**src/rtl/counter_event_syn.sv**
```systemverilog
// Multi-channel event synchronizer: async inputs pass through a flop chain and an edge detector,
// and each detected event is accumulated in a per-channel saturating pending counter.
module counter_event_syn #(
  parameter int CH          = 4,
  parameter int SYNC_STAGES = 2,
  parameter int EDGE_MODE   = 2,
  parameter int CNT_W       = 4
) (
  input  logic                  i_clk,
  input  logic                  i_rstn,
  input  logic [CH-1:0]         i_din,
  input  logic [CH-1:0]         i_evt_ack,
  input  logic [CH-1:0]         i_ovf_clr,
  output logic [CH-1:0]         o_evt_pulse,
  output logic [CH-1:0]         o_evt_valid,
  output logic [CH*CNT_W-1:0]   o_evt_cnt,
  output logic [CH-1:0]         o_evt_ovf
);

  localparam int WARM_LEN = SYNC_STAGES + 1;
  localparam int WARM_W   = $clog2(WARM_LEN + 1);
  localparam logic [WARM_W-1:0] WARM_DONE = WARM_W'(WARM_LEN);
  localparam logic [CNT_W-1:0]  CNT_MAX   = '1;
  localparam logic [CNT_W-1:0]  CNT_ZERO  = '0;
  localparam logic [CNT_W-1:0]  CNT_ONE   = CNT_W'(1);

  // Warm-up counter: edges are ignored until the chain holds post-reset samples only.
  logic [WARM_W-1:0] warm_reg;
  logic [WARM_W-1:0] warm_next;
  logic              armed;

  always_comb begin
    armed     = (warm_reg == WARM_DONE);
    warm_next = armed ? warm_reg : warm_reg + WARM_W'(1);
  end

  always_ff @(posedge i_clk) begin
    if (!i_rstn) warm_reg <= '0;
    else         warm_reg <= warm_next;
  end

  // Synchronizer chain plus one history stage for edge detection.
  logic [SYNC_STAGES-1:0][CH-1:0] sync_reg;
  logic [CH-1:0]                  hist_reg;
  logic [CH-1:0]                  s_last;
  logic [CH-1:0]                  edge_raw;
  logic [CH-1:0]                  evt;

  always_ff @(posedge i_clk) begin
    if (!i_rstn) begin
      sync_reg <= '0;
      hist_reg <= '0;
    end else begin
      sync_reg <= {sync_reg[SYNC_STAGES-2:0], i_din};
      hist_reg <= sync_reg[SYNC_STAGES-1];
    end
  end

  assign s_last = sync_reg[SYNC_STAGES-1];

  generate
    if (EDGE_MODE == 0) begin : g_rise
      assign edge_raw = s_last & ~hist_reg;
    end else if (EDGE_MODE == 1) begin : g_fall
      assign edge_raw = ~s_last & hist_reg;
    end else begin : g_any
      assign edge_raw = s_last ^ hist_reg;
    end
  endgenerate

  assign evt = armed ? edge_raw : '0;

  genvar gi;
  generate
    for (gi = 0; gi < CH; gi++) begin : g_ch
      logic [CNT_W-1:0] cnt_reg;
      logic [CNT_W-1:0] cnt_next;
      logic             ovf_reg;
      logic             ovf_next;
      logic             pulse_reg;
      logic             drop;

      // Event and ack together cancel out, except at zero where the event wins.
      always_comb begin
        cnt_next = cnt_reg;
        drop     = 1'b0;
        case ({evt[gi], i_evt_ack[gi]})
          2'b10: begin
            if (cnt_reg == CNT_MAX) drop = 1'b1;
            else                    cnt_next = cnt_reg + CNT_ONE;
          end
          2'b01: begin
            if (cnt_reg != CNT_ZERO) cnt_next = cnt_reg - CNT_ONE;
          end
          2'b11: begin
            if (cnt_reg == CNT_ZERO) cnt_next = CNT_ONE;
          end
          default: ;
        endcase
        ovf_next = drop | (ovf_reg & ~i_ovf_clr[gi]);
      end

      always_ff @(posedge i_clk) begin
        if (!i_rstn) begin
          cnt_reg   <= '0;
          ovf_reg   <= 1'b0;
          pulse_reg <= 1'b0;
        end else begin
          cnt_reg   <= cnt_next;
          ovf_reg   <= ovf_next;
          pulse_reg <= evt[gi];
        end
      end

      assign o_evt_cnt[gi*CNT_W +: CNT_W] = cnt_reg;
      assign o_evt_valid[gi]              = (cnt_reg != CNT_ZERO);
      assign o_evt_pulse[gi]              = pulse_reg;
      assign o_evt_ovf[gi]                = ovf_reg;
    end
  endgenerate

endmodule

```
**config.mk**
```make
export PLATFORM = sky130hd
export DESIGN_NAME = counter_event_syn
export DESIGN_NICKNAME = d
export VERILOG_FILES = /design/src/rtl/counter_event_syn.sv
export SDC_FILE = /design/constraint.sdc
export NUM_CORES = 1
export LEC_CHECK = 0
export CAP_MARGIN = 20
export CORE_MARGIN = 5
export CORE_UTILIZATION = 45
export CTS_BUF_LIST = sky130_fd_sc_hd__clkbuf_2 sky130_fd_sc_hd__clkbuf_4 sky130_fd_sc_hd__clkbuf_8
export DETAILED_ROUTE_END_ITERATION = 12
export PLACE_DENSITY = 0.77
export SLEW_MARGIN = 20
export SYNTH_ARGS = -nofsm -noshare
export SYNTH_HDL_FRONTEND = slang
export SYNTH_SLANG_ARGS = --single-unit
```
**constraint.sdc**
```tcl
create_clock -name i_clk -period 4.8 [get_ports i_clk]
set_clock_uncertainty 0.05 [all_clocks]
set_input_delay 1.44 -clock i_clk [delete_from_list [all_inputs] [get_ports i_clk]]
set_output_delay 1.44 -clock i_clk [all_outputs]
set_load 0.02 [all_outputs]
```
# == Word level (Yosys, flattened, before mapping) ==
# Cells that the tools add are included.
# totals
ff_bits,38
latchBits,0
ram_bits,0
romBits,0
inputBits,14
out_inout_bits,28
elab_cells,108
mem_count,0
# op_classes
add_sub_neg,9
mul,0
n_div,0
n_lt_le_gt_ge,0
n_eq_ne,29
shifts,0
mux,25
bitwise_logic,13
reduce_logical,16
# ops
operator,n
4-bit two-way mux,13
4-bit case mux with 3 select lines,4
2-bit != test (second input constant),12
2-bit == test (second input constant),9
4-bit by 1-bit adder with 4-bit output (second input constant),4
4-bit == test (second input constant),4
4-bit zero test,4
4-bit AND reduction,4
4-bit nonzero test,4
4-bit by 1-bit subtractor with 4-bit output (second input constant),4
3-bit nonzero test,4
2-bit by 1-bit == test with 1-bit output (second input constant),4
1-bit two-way mux,8
1-bit bitwise AND,4
1-bit NOT,4
1-bit OR,4
4-bit bitwise XOR,1
2-bit by 1-bit adder with 2-bit output (second input constant),1

# == Longest topological paths before layout ==
# Gate-level depths: netlist of run 1.
# depth
ltp_word,5
mapped_depth,11
mapped_depth_nobuf,10

# == Worst setup path before layout of run 1 ==
# No wires, ideal clock.
# synth_timing
kind,input to register
start,input port i_evt_ack[0]
end,register g_ch[0].cnt_reg[2]
setup_time_ps,76
t_arrival_ps,2932
t_required_ps,4674
setup_slack_ps,1742
stages,8
n_path_buf,0
cell_sequence,ha_1 -> xor2_1 -> ha_1 -> a21oi_1 -> xnor2_1 -> or3_1 -> or3_1 -> a31oi_1
# synth_via
elab_chain_cells,3
word_cells_on_any_way,9
classes_between,6 x eq/ne; 1 x mux; 2 x reduce/logical
# synth_lines
element,line,source
"start, declared",12,"input logic [CH-1:0] i_evt_ack,"
2-bit == test / 2-bit by 1-bit == test with 1-bit output (equally long branches),87,"case ({evt[gi], i_evt_ack[gi]})"
2-bit != test (no source line) / 3-bit nonzero test (equally long branches),-,
4-bit AND reduction (no source line),-,
"end signal, assigned",109,cnt_reg <= cnt_next;
"end, declared",76,logic [CNT_W-1:0] cnt_reg;
# Several ways; a longest one is shown, not always the timed one.
# A chain may end at the register's enable or synchronous reset.

# == Final worst setup path of run 1 ==
# layout_timing
start,input port i_evt_ack[2]
end,register g_ch[2].cnt_reg[3]
# layout_via
elab_chain_cells,3
word_cells_on_any_way,9
classes_between,6 x eq/ne; 1 x mux; 2 x reduce/logical
# layout_lines
element,line
2-bit == test / 2-bit by 1-bit == test with 1-bit output (equally long branches),87
2-bit != test (no source line) / 3-bit nonzero test (equally long branches),-
4-bit AND reduction (no source line),-
"end signal, assigned",109
"end, declared",76
# Several ways; a longest one is shown, not always the timed one.

==> reports/metrics.yaml, run 1 <==
pin_count: 42
ys_types: 48
drt_iter0_drc: 73
grt_pass1_wl_um: 6789
fin_crit_ns: 3.482
syn_inst: 226
worstRegToRegCells: 9
hold_viol: 0
syn_area_per_cell_sq_um: 8.875
async_flop_share_pct: 0
fin_util_pct: 56.81
cp-start-kind: "input port"
synth.net_count: 251
vias: 1674
post-cts-setup-buffers: 0
rows: 24
num_antenna_cells: 0
path_class: "input port to flop"
cts-root-buf: "clkbuf_8"
tritoncts.num_buffers: 5
gp_congestion: 0.8732
fin_cells: 310
antenna_found_initial: 0
synth_flop_cell: "dfxtp_1"
drc: 0
grt_max_degree: 22
holdWs_ns: 0.3845
finalPower_mw: 1.065
syn_to_final_growth_pct: 23.33
maxCapViolCount: 0
synthTopCellsByArea: "dfxtp_1, ha_1, and2_1"
place_area_sq_um: 2379
reg2reg_slack_ns: 1.45
r2r-start: "warm_reg[0]"
irDropWorstVdd_v: 0.0001885
cts_tree: "built"
fillCellCount: 391
wirelength_um: 3973
dp_hpwl_um: 2829
drt-pass1-iter-count: 4
max_freq_mhz: 287.2
die_w_um: 76.76
crit_path_end_kind: "flop"
insertion_delay_ns: 0.28
grt_usage_pct: 13.50
worstHoldPathType: "flop to flop"
core_sq_um: 4354
grt_pass1_vias: 1520
clock_path_buffers: 2
synth_seq_area_share_pct: 37.93
p_per_area_nw_per_um2: 430.5
min_period_over_period_pct: 72.54
yosys.area.top_type_share_pct: 37.93
yosysTopAreaCell: "dfxtp_1"
synth_edf_count: 0
syn_area_sq_um: 2006
die_h_um: 76.76
largest_reg_flops: 16
status: "completed"
drive_gt1_share_pct: 6.202
via_per_inst: 5.400
die-area_sq_um: 5892
setup_violations: 0
post_cts_resized: 0
layout_setup_ws_ns: 1.318
reg2reg_to: "g_ch[2].cnt_reg[3]"
post-place-ws_ns: 1.031
crit_start: "i_evt_ack[2]"
port_buffers: 41
slew_headroom_pct: 58.86
finish.instance_area_sq_um: 2474
slew_viol_final: 0
worst_pin_slew_ns: 0.6152
clk_pin_slew_ns: 0.08
setup-tns-final_ns: 0
ys_top_cells_by_count: "dfxtp_1, nor2_1, a21oi_1, and2_1, nand2_1"
cts.hold.buffers_added: 0
grt_setup_unrepaired: "no"
overflow: 0
crit_required_ns: 4.93
crit_fanout: 6
dp_cells: 302
crit_path_end: "g_ch[2].cnt_reg[3]"
ys_ff_latch: 38
drtAntennaViolNets: 0
routedWlPerCell_um: 12.82
synthMostInstantiatedCell: "dfxtp_1"
yosys_warnings: 0
arrival_ns: 3.62
final_nets: 282
htreeDepth: 2
power_leakage_nw: 0.9899
cts.sinks: 38
start_util_pct: 46.06
==> critical path, stage by stage <==
cell	delay [ns]
clkdlybuf4s50_1	0.57
o21ai_0	0.23
inv_1	0.13
ha_1	0.23
a21o_1	0.17
a21oi_1	0.23
mux2_2	0.36
a311oi_1	0.25
==> routing by layer <==
metal | wire length (um) | track usage [%]
met1 | 1908 | 17.49
met2 | 1817 | 21.82
met3 | 192 | 3.044
met4 | 55 | 4.895
met5 | 0 | 0
==> power by group <==
| part | internal, mW | switching (mW) | total [mW] |
|---|---|---|---|
| registers | 0.353 | 0.0584 | 0.411 |
| logic | 0.213 | 0.212 | 0.425 |
| clock network | 0.115 | 0.113 | 0.228 |
| total | 0.681 | 0.383 | 1.06 |
==> cell families (layout without fill, tap and decap cells) <==
group           count (synthesis)  in the layout  synth area share, %
fa+ha+maj                      11             11                7.236
xor+xnor                       13             13                5.677
compound gates                 49             49                16.72
mux                            10             10                5.115
buf+inv                        29             61                7.361
simple gates                   76             76                19.96
flops                          38             38                37.93
==> area by class of cell <==
class	count	area [sq um]	area share, %
flip-flops and latches	38	760.7	30.75
clock inverters	2	12.51	0.5058
clock buffers	6	82.58	3.338
repair buffers	41	410.4	16.59
well taps	52	65.06	2.630
inverters	12	45.04	1.821
multi-input cells	159	1097	44.36
==> worst min-delay path by stage <==
| stage | start | slack [ns] | end | depth (start not counted) |
|---|---|---|---|---|
| floorplan | sync_reg[0] | 0.36 | s_last[0] | 1 |
| global placement | sync_reg[0] | 0.36 | s_last[0] | 1 |
| detailed placement | sync_reg[0] | 0.37 | s_last[0] | 1 |
| CTS | sync_reg[0] | 0.39 | s_last[0] | 1 |
| global route | sync_reg[2] | 0.40 | s_last[2] | 1 |
| finish | sync_reg[0] | 0.38 | s_last[0] | 1 |
==> cells in the final DEF (no fill, tap or decap), drive strengths merged, types with 2 or more instances in the layout <==
cell | synthesis | layout
clkdlybuf4s50 | 0 | 41
dfxtp | 38 | 38
nor2 | 17 | 17
a21oi | 15 | 15
and2 | 14 | 14
nand2 | 11 | 11
inv | 10 | 10
ha | 10 | 10
nor3 | 9 | 9
xor2 | 8 | 8
mux2i | 8 | 8
clkbuf | 6 | 6
xnor2 | 5 | 5
nand2b | 5 | 5
o21ai | 4 | 4
or4 | 4 | 4
nand3 | 4 | 4
o22ai | 4 | 4
a31oi | 3 | 3
a22oi | 3 | 3
or3 | 3 | 3
clkinv | 2 | 3
or2 | 2 | 2
nand4b | 2 | 2
o311a | 2 | 2
nand4 | 2 | 2
o41ai | 2 | 2
a21o | 2 | 2
o31ai | 2 | 2
a31o | 2 | 2
mux2 | 2 | 2
No activity file was read; power rests on OpenSTA's default activity.
==> run 2, diff against run 1 <==
- PLACE_DENSITY: 0.77 -> 0.8
- clock period: 4.8 -> 2.94 ns (I/O delays scaled with it)
==> run 2 against run 1 <==
Against the previous run:
- first-iteration DRC count shrank 5.5%
- worst setup slack got worse by 1.2 ns
- non-clock buffer count is 14 higher
- hold slack hardly changed
- register-to-register slack got worse by 1.1 ns
- final area is 4.2% higher
- global-route usage rose by 0.74 points
- sequential share of layout area decreased by 1.3 points
- critical path type is now flop to primary output
- highest routed layer unchanged
==> reports/metrics.yaml, run 2 (same netlist as run 1, synthesis figures left out) <==
post-cts-setup-buffers: 0
path_class: "flop to primary output"
setup_violations: 0
crit_chain: "or4_1 > clkdlybuf4s50_1"
tritoncts.num_buffers: 5
arrival_ns: 1.92
routedWlPerCell_um: 12.88
worst_pin_slew_ns: 0.5729
reg2reg_slack_ns: 0.31
min_period_over_period_pct: 96.84
grt_setup_unrepaired: "no"
power_frac_comb_pct: 41.1
worstHoldPathType: "flop to flop"
maxCapViolCount: 0
start_util_pct: 46.06
intPower_mw: 1.134
num_antenna_cells: 0
rows: 24
worstRegToRegCells: 9
multi_input_area_sq_um: 1097
crit_path_top_delay_cell: "or4_1"
htreeDepth: 2
grt_max_degree: 21
drive_gt1_share_pct: 11.03
p_per_area_nw_per_um2: 685.6
final_nets: 296
power_leakage_nw: 1.059
slew_viol_final: 0
clock_path_buffers: 2
dp_hpwl_um: 3024
via_per_inst: 5.340
core_sq_um: 4354
hold_viol: 0
post_cts_resized: 0
grt_usage_pct: 14.24
slowest_delay_ns: 0.64
drc: 0
cts.hold.buffers_added: 0
pin_count: 42
pwr-share-seq_pct: 37.7
gp_congestion: 0.8504
crit_required_ns: 2.01
cts_tree: "built"
drt-pass1-iter-count: 4
irDropWorstVdd_v: 0.0003758
wirelength_um: 4174
register_area_sq_um: 760.7
clk_pin_slew_ns: 0.08
hold_path_depth: 1
antenna_found_initial: 0
drtAntennaViolNets: 0
crit_fanout: 9
syn_to_final_growth_pct: 28.57
die_w_um: 76.76
cts.sinks: 38
grt_pass1_vias: 1599
fillCellCount: 389
max_freq_mhz: 351.2
vias: 1730
overflow: 0
largest_reg_flops: 16
status: "completed"
die-area_sq_um: 5892
final_cell_mix: "clkdlybuf4s50_1, dfxtp_1, nor2_1"
cts-root-buf: "clkbuf_8"
crit_path_end_kind: "primary output"
holdWs_ns: 0.3845
p_clk_share_pct: 21.1
fin_crit_ns: 2.847
cp-start-kind: "flop"
finish.instance_area_sq_um: 2579
switching_share_pct: 35.88
drt_iter0_drc: 69
slew_headroom_pct: 61.57
switchingPower_mw: 0.6343
insertion_delay_ns: 0.29
final_common_cell: "clkdlybuf4s50_1"
port_buffers: 41
die_h_um: 76.76
grt_pass1_wl_um: 7017
place_area_sq_um: 2484
[run 2: metrics by stage]
stage / TNS [ns] / setup WS, ns / utilization [%] / total power [mW] / cells
2_1_floorplan: 0 / 0.2946 / - / 1.128 / 226
3_3_place_gp: -0.02040 / -0.02040 / 57.04 / 1.386 / 316
3_5_place_dp: -0.1087 / -0.08584 / 57.04 / 1.399 / 316
4_1_cts: 0 / 0.08767 / 59.22 / 1.785 / 324
5_1_grt: 0 / 0.04264 / 59.22 / 1.879 / 324
6_report: 0 / 0.09296 / 59.22 / 1.768 / 324
[run 2: worst paths after layout]
| check | from | endpoint |
|---|---|---|
| worst min-delay path | sync_reg[2] | s_last[2] |
| worst min register to register | sync_reg[2] | s_last[2] |
| worst max-delay path | g_ch[3].cnt_reg[1] | o_evt_valid[3] |
| worst max register to register | warm_reg[0] | g_ch[1].cnt_reg[2] |
[run 2: critical path, delay by kind of cell, from the launching register on]
family | cells | cell delay, ns
and+or+nand+nor | 1 | 0.64
buffers and inverters | 1 | 0.58
DFF | 1 | 0.40
[run 2: final cells by class]
type	count	share of cell area, %
multi-input cells	159	42.55
well taps	52	2.523
clock inverters	2	0.4852
inverters	12	1.747
flip-flops and latches	38	29.50
clock buffers	6	3.202
repair buffers	55	19.99
[run 2: per-layer routing]
layer  vias to the layer above  routed length, um  GRT usage, %
met2                        38               2018         23.51
met3                         6                224         4.333
met4                         0                 54         6.294
met5                         -                  0             0
met1                       799               1876         16.87
li1                        887                  -             -
[run 2: power by group through the flow]
stage | clock, mW | combinational (mW) | sequential (mW)
after floorplan | 0 | 0.426 | 0.702
after detailed placement | 0 | 0.722 | 0.676
after global placement | 0 | 0.710 | 0.676
after CTS | 0.387 | 0.733 | 0.666
after global routing | 0.407 | 0.792 | 0.680
final | 0.374 | 0.727 | 0.667
==> run 3, diff against run 2 <==
- HOLD_SLACK_MARGIN: not set -> 0.05
==> results of run 3 <==
The final DEF is identical to that of run 2; final timing and power are the same.
